[config.mk]
export PLATFORM = sky130hd
export DESIGN_NAME = store_serializer
export DESIGN_NICKNAME = d
export VERILOG_FILES = /design/src/rtl/vector_core_pkg.sv /design/src/rtl/store_serializer_row_fifo.sv /design/src/rtl/store_serializer.sv
export SDC_FILE = /design/constraint.sdc
export NUM_CORES = 1
export LEC_CHECK = 0
export BUFFER_PORTS_ARGS = -buffer_cell sky130_fd_sc_hd__buf_2
export CORE_MARGIN = 3
export CORE_UTILIZATION = 50
export CTS_CLUSTER_DIAMETER = 150
export DETAILED_ROUTE_END_ITERATION = 8
export PLACE_DENSITY = 0.79
export SLEW_MARGIN = 20
export SYNTH_ARGS = -nofsm -noshare
export SYNTH_HDL_FRONTEND = slang
export SYNTH_SLANG_ARGS = --single-unit
[constraint.sdc]
create_clock -name clk -period 53.1 [get_ports clk]
set_clock_uncertainty 0.15 [all_clocks]
set_input_delay 5.31 -clock clk [delete_from_list [all_inputs] [get_ports clk]]
set_output_delay 5.31 -clock clk [all_outputs]
set_load 0.05 [all_outputs]
[src/rtl/vector_core_pkg.sv]
// Shared vector-core sizing and the store serializer state encoding.
// Store buffer depth derives from VLMAX over the lane count.
package vector_core_pkg;

  localparam int VLEN_BITS      = 32768;
  localparam int DEF_V_LANE_NUM = 8;
  localparam int VLMAX32        = VLEN_BITS / 32;
  localparam int VLMAX32_PVL    = VLMAX32 / DEF_V_LANE_NUM;
  localparam int DEF_BUFF_DEPTH = VLMAX32_PVL;

  typedef enum logic [1:0] {
    IDLE  = 2'd0,
    RUN   = 2'd1,
    FLUSH = 2'd2
  } ser_state_t;

endpackage

[src/rtl/store_serializer_row_fifo.sv]
// Two-entry row FIFO with registered occupancy.
// Push and pop in the same cycle both take effect.
module row_fifo #(
  parameter int W = 256
) (
  input  logic         clk,
  input  logic         rst,
  input  logic         push,
  input  logic [W-1:0] wdata,
  input  logic         pop,
  output logic [W-1:0] head,
  output logic [1:0]   count
);

  logic [W-1:0] mem [2];
  logic         wp;
  logic         rp;
  logic         do_push;
  logic         do_pop;

  assign do_pop  = pop && (count != 2'd0);
  assign do_push = push && ((count != 2'd2) || do_pop);
  assign head    = mem[rp];

  always_ff @(posedge clk or posedge rst) begin
    if (rst) begin
      mem[0] <= '0;
      mem[1] <= '0;
      wp     <= 1'b0;
      rp     <= 1'b0;
      count  <= 2'd0;
    end else begin
      if (do_push) begin
        mem[wp] <= wdata;
        wp      <= ~wp;
      end
      if (do_pop) begin
        rp <= ~rp;
      end
      count <= count + 2'(do_push) - 2'(do_pop);
    end
  end

endmodule

[src/rtl/store_serializer.sv]
// Streams lane-interleaved store-buffer rows out as 32-bit AXI-stream words.
// Rows are prefetched into a 2-entry FIFO; a lane counter picks the word.
module store_serializer
  import vector_core_pkg::*;
#(
  parameter int V_LANE_NUM         = DEF_V_LANE_NUM,
  parameter int BUFF_DEPTH         = DEF_BUFF_DEPTH,
  parameter int C_M_AXI_DATA_WIDTH = 32,
  parameter int C_XFER_SIZE_WIDTH  = 32
) (
  input  logic                                     clk,
  input  logic                                     rst,
  input  logic                                     start,
  input  logic [C_XFER_SIZE_WIDTH-1:0]             xfer_words,
  output logic                                     busy,
  output logic                                     done,
  output logic                                     buff_rd_en,
  output logic [$clog2(BUFF_DEPTH)-1:0]            buff_rd_addr,
  input  logic [C_M_AXI_DATA_WIDTH*V_LANE_NUM-1:0] buff_rdata,
  output logic                                     rd_tvalid,
  input  logic                                     rd_tready,
  output logic                                     rd_tlast,
  output logic [C_M_AXI_DATA_WIDTH-1:0]            rd_tdata
);

  localparam int AW   = $clog2(BUFF_DEPTH);
  localparam int LW   = (V_LANE_NUM > 1) ? $clog2(V_LANE_NUM) : 1;
  localparam int DW   = C_M_AXI_DATA_WIDTH;
  localparam int MAXW = BUFF_DEPTH * V_LANE_NUM;
  localparam int CW   = $clog2(MAXW) + 1;

  ser_state_t state_q;
  ser_state_t state_d;

  logic [AW-1:0] rd_addr_q;
  logic [AW-1:0] last_row_q;
  logic [LW-1:0] last_lane_q;
  logic [AW-1:0] out_row_q;
  logic [LW-1:0] lane_q;
  logic          v1_q;
  logic          v2_q;
  logic          done_q;

  logic [CW-1:0] words_c;
  logic [CW-1:0] last_idx;
  logic [AW-1:0] last_row_c;
  logic [LW-1:0] last_lane_c;
  logic          zero;
  logic          accept;
  logic [2:0]    pend;
  logic          room;
  logic          hs;
  logic          pop;
  logic [1:0]    fcount;

  logic [V_LANE_NUM*DW-1:0]         head;
  logic [V_LANE_NUM-1:0][DW-1:0]    head_lanes;

  // Oversized requests are clamped to the full buffer.
  always_comb begin
    words_c = CW'(MAXW);
    if (xfer_words < C_XFER_SIZE_WIDTH'(MAXW)) begin
      words_c = CW'(xfer_words);
    end
    last_idx    = words_c - CW'(1);
    last_row_c  = AW'(last_idx / CW'(V_LANE_NUM));
    last_lane_c = LW'(last_idx % CW'(V_LANE_NUM));
  end

  assign zero   = (xfer_words == '0);
  assign accept = start && (state_q == IDLE) && !rst;
  assign busy   = (state_q != IDLE) || accept;
  assign done   = done_q;

  // In-flight reads reserve a FIFO slot until they land.
  assign pend = 3'(fcount) + 3'(v1_q) + 3'(v2_q);
  assign room = (pend < 3'd2);

  assign head_lanes = head;
  assign rd_tvalid  = (fcount != 2'd0) && (state_q != IDLE);
  assign rd_tdata   = head_lanes[lane_q];
  assign rd_tlast   = rd_tvalid
                   && (out_row_q == last_row_q)
                   && (lane_q == last_lane_q);

  assign hs  = rd_tvalid && rd_tready;
  assign pop = hs && ((lane_q == LW'(V_LANE_NUM - 1)) || rd_tlast);

  row_fifo #(
    .W (V_LANE_NUM * DW)
  ) u_row_fifo (
    .clk   (clk),
    .rst   (rst),
    .push  (v2_q),
    .wdata (buff_rdata),
    .pop   (pop),
    .head  (head),
    .count (fcount)
  );

  always_ff @(posedge clk or posedge rst) begin
    if (rst) begin
      state_q <= IDLE;
    end else begin
      state_q <= state_d;
    end
  end

  // Row 0 is fetched in the start cycle itself.
  always_comb begin
    state_d      = state_q;
    buff_rd_en   = 1'b0;
    buff_rd_addr = '0;
    unique case (state_q)
      IDLE: begin
        if (accept && !zero) begin
          buff_rd_en = 1'b1;
          state_d    = (last_row_c == '0) ? FLUSH : RUN;
        end
      end
      RUN: begin
        if (room) begin
          buff_rd_en   = 1'b1;
          buff_rd_addr = rd_addr_q;
          if (rd_addr_q == last_row_q) begin
            state_d = FLUSH;
          end
        end
      end
      FLUSH: begin
        if (hs && rd_tlast) begin
          state_d = IDLE;
        end
      end
      default: state_d = IDLE;
    endcase
  end

  always_ff @(posedge clk or posedge rst) begin
    if (rst) begin
      rd_addr_q   <= '0;
      last_row_q  <= '0;
      last_lane_q <= '0;
      out_row_q   <= '0;
      lane_q      <= '0;
      v1_q        <= 1'b0;
      v2_q        <= 1'b0;
      done_q      <= 1'b0;
    end else begin
      v1_q   <= buff_rd_en;
      v2_q   <= v1_q;
      done_q <= (accept && zero) || (hs && rd_tlast);
      if (accept) begin
        last_row_q  <= last_row_c;
        last_lane_q <= last_lane_c;
        rd_addr_q   <= AW'(1);
        out_row_q   <= '0;
        lane_q      <= '0;
      end else begin
        if ((state_q == RUN) && buff_rd_en) begin
          rd_addr_q <= rd_addr_q + AW'(1);
        end
        if (pop) begin
          lane_q    <= '0;
          out_row_q <= out_row_q + AW'(1);
        end else if (hs) begin
          lane_q <= lane_q + LW'(1);
        end
      end
    end
  end

endmodule

After elaboration in Yosys (flattened, before gate mapping)
Index checks and enable logic that the tools add are counted.
{ "totals": {"elab_cells": 99, "reg_bits": 548, "out_inout_bits": 44, "input_bits": 292} }
{ "classes": {"muxes": 27, "eq_ne": 11, "n_bitwise": 4, "reduce_logical": 29, "n_addsub": 8, "n_lt_le_gt_ge": 6} }
{ "op_table": {"columns": ["operator", "count"], "rows": [
  ["two-way mux 256 bit", 4],
  ["bitwise mux 512 bit", 1],
  ["demux 256 bit (select 1 bit)", 1],
  ["binary-select mux 32 bit (select 3 bit)", 1],
  ["two-way mux 7 bit", 6],
  ["zero test 32 bit", 1],
  ["less-than comparator 32 x 11 -> 1 bit, second input constant", 1],
  ["two-way mux 32 bit", 1],
  ["adder 7 x 1 -> 7 bit, second input constant", 2],
  ["== test 7 bit", 2],
  ["logical AND 1 bit", 14],
  ["two-way mux 10 bit", 1],
  ["two-way mux 2 bit", 5],
  ["subtractor 10 x 1 -> 10 bit, second input constant", 1],
  ["two-way mux 3 bit", 3],
  ["!= test 2 bit, second input constant", 4],
  ["nonzero test 2 bit", 4],
  ["zero test 7 bit", 1],
  ["one-hot mux 2 bit (3 select lines)", 1],
  ["greater-or-equal comparator 2 bit, second input constant", 2],
  ["logical OR 1 bit", 4],
  ["less-than comparator 3 x 4 -> 1 bit, second input constant", 1],
  ["inverter 1 -> 2 bit", 2],
  ["AND reduction 4 bit", 1],
  ["18 further kinds", 21]
]} }

Depth between registers and ports, before layout
{ "depth": {"ltp_word": 11, "depth_mapped": 11} }

Cells and area by module
From an unflattened synthesis, not the netlist that was laid out.
{ "unflattened": {"hier_cells": 1738, "area_unflattened_um2": 26206.4} }
{ "modules_own_cells": {"columns": ["module", "n_inst", "cells_per_inst", "area_per_inst_um2"], "rows": [
  ["row_fifo", 1, 1395, 22211.3],
  ["store_serializer", 1, 343, 3995.1]
]} }

Worst setup path before layout
No wires, ideal clock.
{ "synth_timing": {"path_kind": "input -> output", "from": "in rst", "to": "out buff_rd_en", "path_slack_ps": 28625, "t_arrival_ps": 19015, "required_ps": 47640, "path_stages": 5, "n_path_buf": 0, "path_cell_list": "inv_1 nand2_1 nor3_1 o21ai_0 o21ai_0"} }
{ "synth_via": {"elab_chain_cells": 5} }
{ "synth_rtl": {"columns": ["item", "line_no", "text"], "rows": [
  ["start: declaration", "store_serializer.sv:12", "input logic rst,"],
  ["zero test 1 bit (no line)", null, null],
  ["logical AND 1 bit", "store_serializer.sv:71", "assign accept = start && (state_q == IDLE) && !rst;"],
  ["logical AND 1 bit", "store_serializer.sv:116", "if (accept && !zero) begin"],
  ["two-way mux 1 bit", "store_serializer.sv:116", null],
  ["one-hot mux 1 bit (2 select lines)", "store_serializer.sv:114", "unique case (state_q)"],
  ["end: declaration", "store_serializer.sv:17", "output logic buff_rd_en,"]
]} }
Every way passes these cells.

Worst setup path in the final report
{ "layout_timing": {"from": "in xfer_words[25]", "to": "out buff_rd_en"} }
{ "layout_via": {"elab_chain_cells": 5} }
{ "layout_rtl": {"columns": ["item", "line_no", "text"], "rows": [
  ["start: declaration", "store_serializer.sv:14", "input logic [C_XFER_SIZE_WIDTH-1:0] xfer_words,"],
  ["zero test 32 bit", "store_serializer.sv:70", "assign zero = (xfer_words == '0);"],
  ["zero test 1 bit", "store_serializer.sv:116", null],
  ["logical AND 1 bit", "store_serializer.sv:116", null],
  ["two-way mux 1 bit", "store_serializer.sv:116", null],
  ["one-hot mux 1 bit (2 select lines)", "store_serializer.sv:114", null]
]} }
Every way passes these cells.

==> flow_metrics.env <==
export IMPL_status="complete, no violations"
export IMPL_dp_worst_setup_slack_ns=39.94
export IMPL_ys_warn_count=0
export IMPL_htree_levels=2
export IMPL_synthTopCellsByArea="dfrtp_1 55%, mux4_2 14%, mux2_2 12%"
export IMPL_fp_dieW_um=230
export IMPL_die_h_um=230
export IMPL_drtIter0Drc=724
export IMPL_crit_type="input pin to output port"
export IMPL_min_delay_start="v1_q"
export IMPL_syn_avg_cell_area_sq_um=16.3
export IMPL_cts_sinks=548
export IMPL_ys_ff_latch=548
export IMPL_hold_viol=0
export IMPL_antenna_found_initial=25
export IMPL_synth_edff_count=0
export IMPL_grt_pass1_vias=16234
export IMPL_syn_to_final_growth_pct=15.8
export IMPL_met3_usage_pct=5.51
export IMPL_routed_via_count=14761
export IMPL_yosysUniqueCellTypes=48
export IMPL_critPathLaunchType="input pin"
export IMPL_rsz0062_at_grt="false"
export IMPL_tightest_slew_ns=1.05
export IMPL_busiest_layer="met2"
export IMPL_irDropWorstVdd_mv=0.0599
export IMPL_avgViaCountPerCell=5.77
export IMPL_ant_nets=0
export IMPL_grt_overflow=0
export IMPL_cp_max_fo=11
export IMPL_syn_cell_area_sq_mm=0.0251
export IMPL_n_fill_cell=3804
export IMPL_setup_tns_ns=0
export IMPL_crit_start="xfer_words[25]"
export IMPL_cap_violations=0
export IMPL_synthMostInstantiatedCell="dfrtp_1"
export IMPL_synth_common_cells="548 x dfrtp_1, 272 x mux2_2, 240 x mux2_1"
export IMPL_cts_root_buf="clkbuf_16"
export IMPL_drt_pre_antenna_iters=5
export IMPL_reg2reg_from="lane_q[2]"
export IMPL_worstPathArrival_ns=7.76
export IMPL_synthCells=1536
export IMPL_clockBufferDepth=3
export IMPL_period_minus_slack_ns=13.22
export IMPL_power_density_mw_per_mm2=70.4
export IMPL_setup_viol=0
export IMPL_slew_violations=0
export IMPL_cts_resized=0
export IMPL_portBuffers=335
export IMPL_dp_hpwl_um=37500
export IMPL_core_sq_mm=0.0493
export IMPL_grtUsageTotal_pct=21.5
export IMPL_synth_ff_type="dfrtp_1"
export IMPL_start_util_pct=50.9
export IMPL_grt_pass1_wl_um=90100
export IMPL_drc=0
export IMPL_cp_end_kind="output port"
export IMPL_grt_max_degree=177
export IMPL_numCtsBuffers=57
export IMPL_timing_fmax_mhz=75.6
export IMPL_crit_required_ns=47.64
export IMPL_drt_total_wl_um=56500
export IMPL_cts_tree="done"
export IMPL_power_leakage_nw=12.2
export IMPL_finalCritPeriodShare_pct=24.9
export IMPL_drive_gt1_share_pct=46.6
export IMPL_post_cts_buffers=0
export IMPL_dieArea_sq_mm=0.0528
export IMPL_clk_pin_slew_ns=0.06
export IMPL_clock_latency_ns=0.60
export IMPL_row_count=81
export IMPL_yosys_area_top_type="dfrtp_1"
export IMPL_yosysTopAreaCellShare_pct=54.7
export IMPL_met2_usage_pct=35.9
export IMPL_syn_nets=1836
export IMPL_wl_per_cell_um=22.1
export IMPL_seq_area_frac_synth_pct=54.7
export IMPL_io_pins=336
export IMPL_worstHoldPathType="flop to flop"
export IMPL_fin_ws_ns=39.88
export IMPL_use_met1_pct=28.5
export IMPL_gp_congestion=0.838
export IMPL_async_reset_ff_share_pct=100
export IMPL_fin_nets=2147
export IMPL_relSlewSlack_pct=29.9
export IMPL_hold_buffers=0
export IMPL_hold_slack_ns=0.267
[critical path: stages]
cell and delay, ns:
buf_2 0.09, or4_1 0.50, nor3_1 0.79, nand2_1 0.21
o21ai_0 0.38, o21ai_0 0.21, buf_2 0.26
[cell usage in the layout, fill, tap and decap left out, types with 3 or more instances in the layout]
cell | netlist | final
mux4_2 | 160 | 160
and2_1 | 9 | 9
and4_1 | 3 | 3
mux2_2 | 272 | 272
nand3_1 | 13 | 13
clkinv_2 | 0 | 8
dfrtp_4 | 0 | 3
nand2b_1 | 3 | 3
a31oi_1 | 4 | 4
dfrtp_1 | 548 | 544
bufinv_16 | 0 | 6
clkbuf_1 | 24 | 16
buf_2 | 38 | 335
nor2_1 | 20 | 20
inv_1 | 7 | 6
o21ai_0 | 9 | 9
nor4_1 | 8 | 8
mux2i_1 | 7 | 7
nand2_1 | 35 | 35
xor2_1 | 15 | 15
clkbuf_16 | 0 | 57
diode_2 | 0 | 8
nor3_1 | 10 | 10
buf_4 | 3 | 15
clkbuf_8 | 0 | 8
xnor2_1 | 14 | 14
mux2_1 | 240 | 240
or4_1 | 3 | 3
a21oi_1 | 8 | 7
nand4_1 | 9 | 9
ha_1 | 8 | 8
[cell families (layout without fill, tap and decap cells)]
logic type | after synthesis | count (layout) | share of synthesized area [%]
adders and majority gates | 8 | 8 | 0.399
and+or+nand+nor | 123 | 123 | 2.51
buffers and inverters | 108 | 459 | 2.57
xor gates and xnor gates | 29 | 29 | 1.01
muxes | 679 | 679 | 37.7
other | 0 | 8 | 0
DFF | 548 | 548 | 54.7
AOI/OAI and AO/OA | 41 | 41 | 1.11
[cell type report]
type                            instances  area, sq um  share of cell area, %
Clock inverter                         18          270                  0.931
Multi-Input combinational cell        880        10700                   36.9
Inverter                                7         33.8                  0.116
Sequential cell                       548        13700                   47.3
Clock buffer                           81         1600                   5.50
Timing Repair Buffer                  353         1830                   6.31
Tap cell                              664          831                   2.86
Antenna cell                            8         20.0                 0.0690
[state kept, by name, summed over array words and instances, names as in the netlist]
name and count:
u_row_fifo.mem 512, state_q 2, u_row_fifo.wp 1, out_row_q 7, last_lane_q 3, v1_q 1
v2_q 1, u_row_fifo.count 2, u_row_fifo.rp 1, done 1, last_row_q 7, lane_q 3
rd_addr_q 7
[through the flow]
step / power, mW / instance area (sq um) / std cells / util [%]
6_report: 2.04 / 29000 / 2559 / 58.9
5_1_grt: 2.16 / 29000 / 2558 / 58.9
4_1_cts: 2.07 / 29000 / 2551 / 58.9
3_5_place_dp: 1.66 / 27100 / 2452 / 55.1
3_3_place_gp: 1.61 / 27100 / 2452 / 55.1
2_1_floorplan: 1.46 / 25100 / 1536 / -
[routing by layer]
layer | part of all wire, % | vias up
met4 | 2.1 | 34
met3 | 6.6 | 111
met1 | 42 | 7784
li1 | - | 6441
met2 | 49 | 391
met5 | 0.38 | -
[final timing paths]
path	to	slack (ns)	cells after the start
worst min register to register	v2_q	0.27	0
worst min-delay path	v2_q	0.27	0
min in group asynchronous	u_row_fifo.mem[154]	4.63	2
worst max register to register	u_row_fifo.mem[14]	47.70	9
worst max-delay path	buff_rd_en	39.88	7
max in group asynchronous	u_row_fifo.mem[431]	45.38	5
[report_power, final]
part           internal [mW]  switching, mW
Combinational          0.450          0.419
Sequential             0.634          0.140
Clock                  0.237          0.162
Total                   1.32          0.721
No activity file was read; power rests on OpenSTA's default activity.
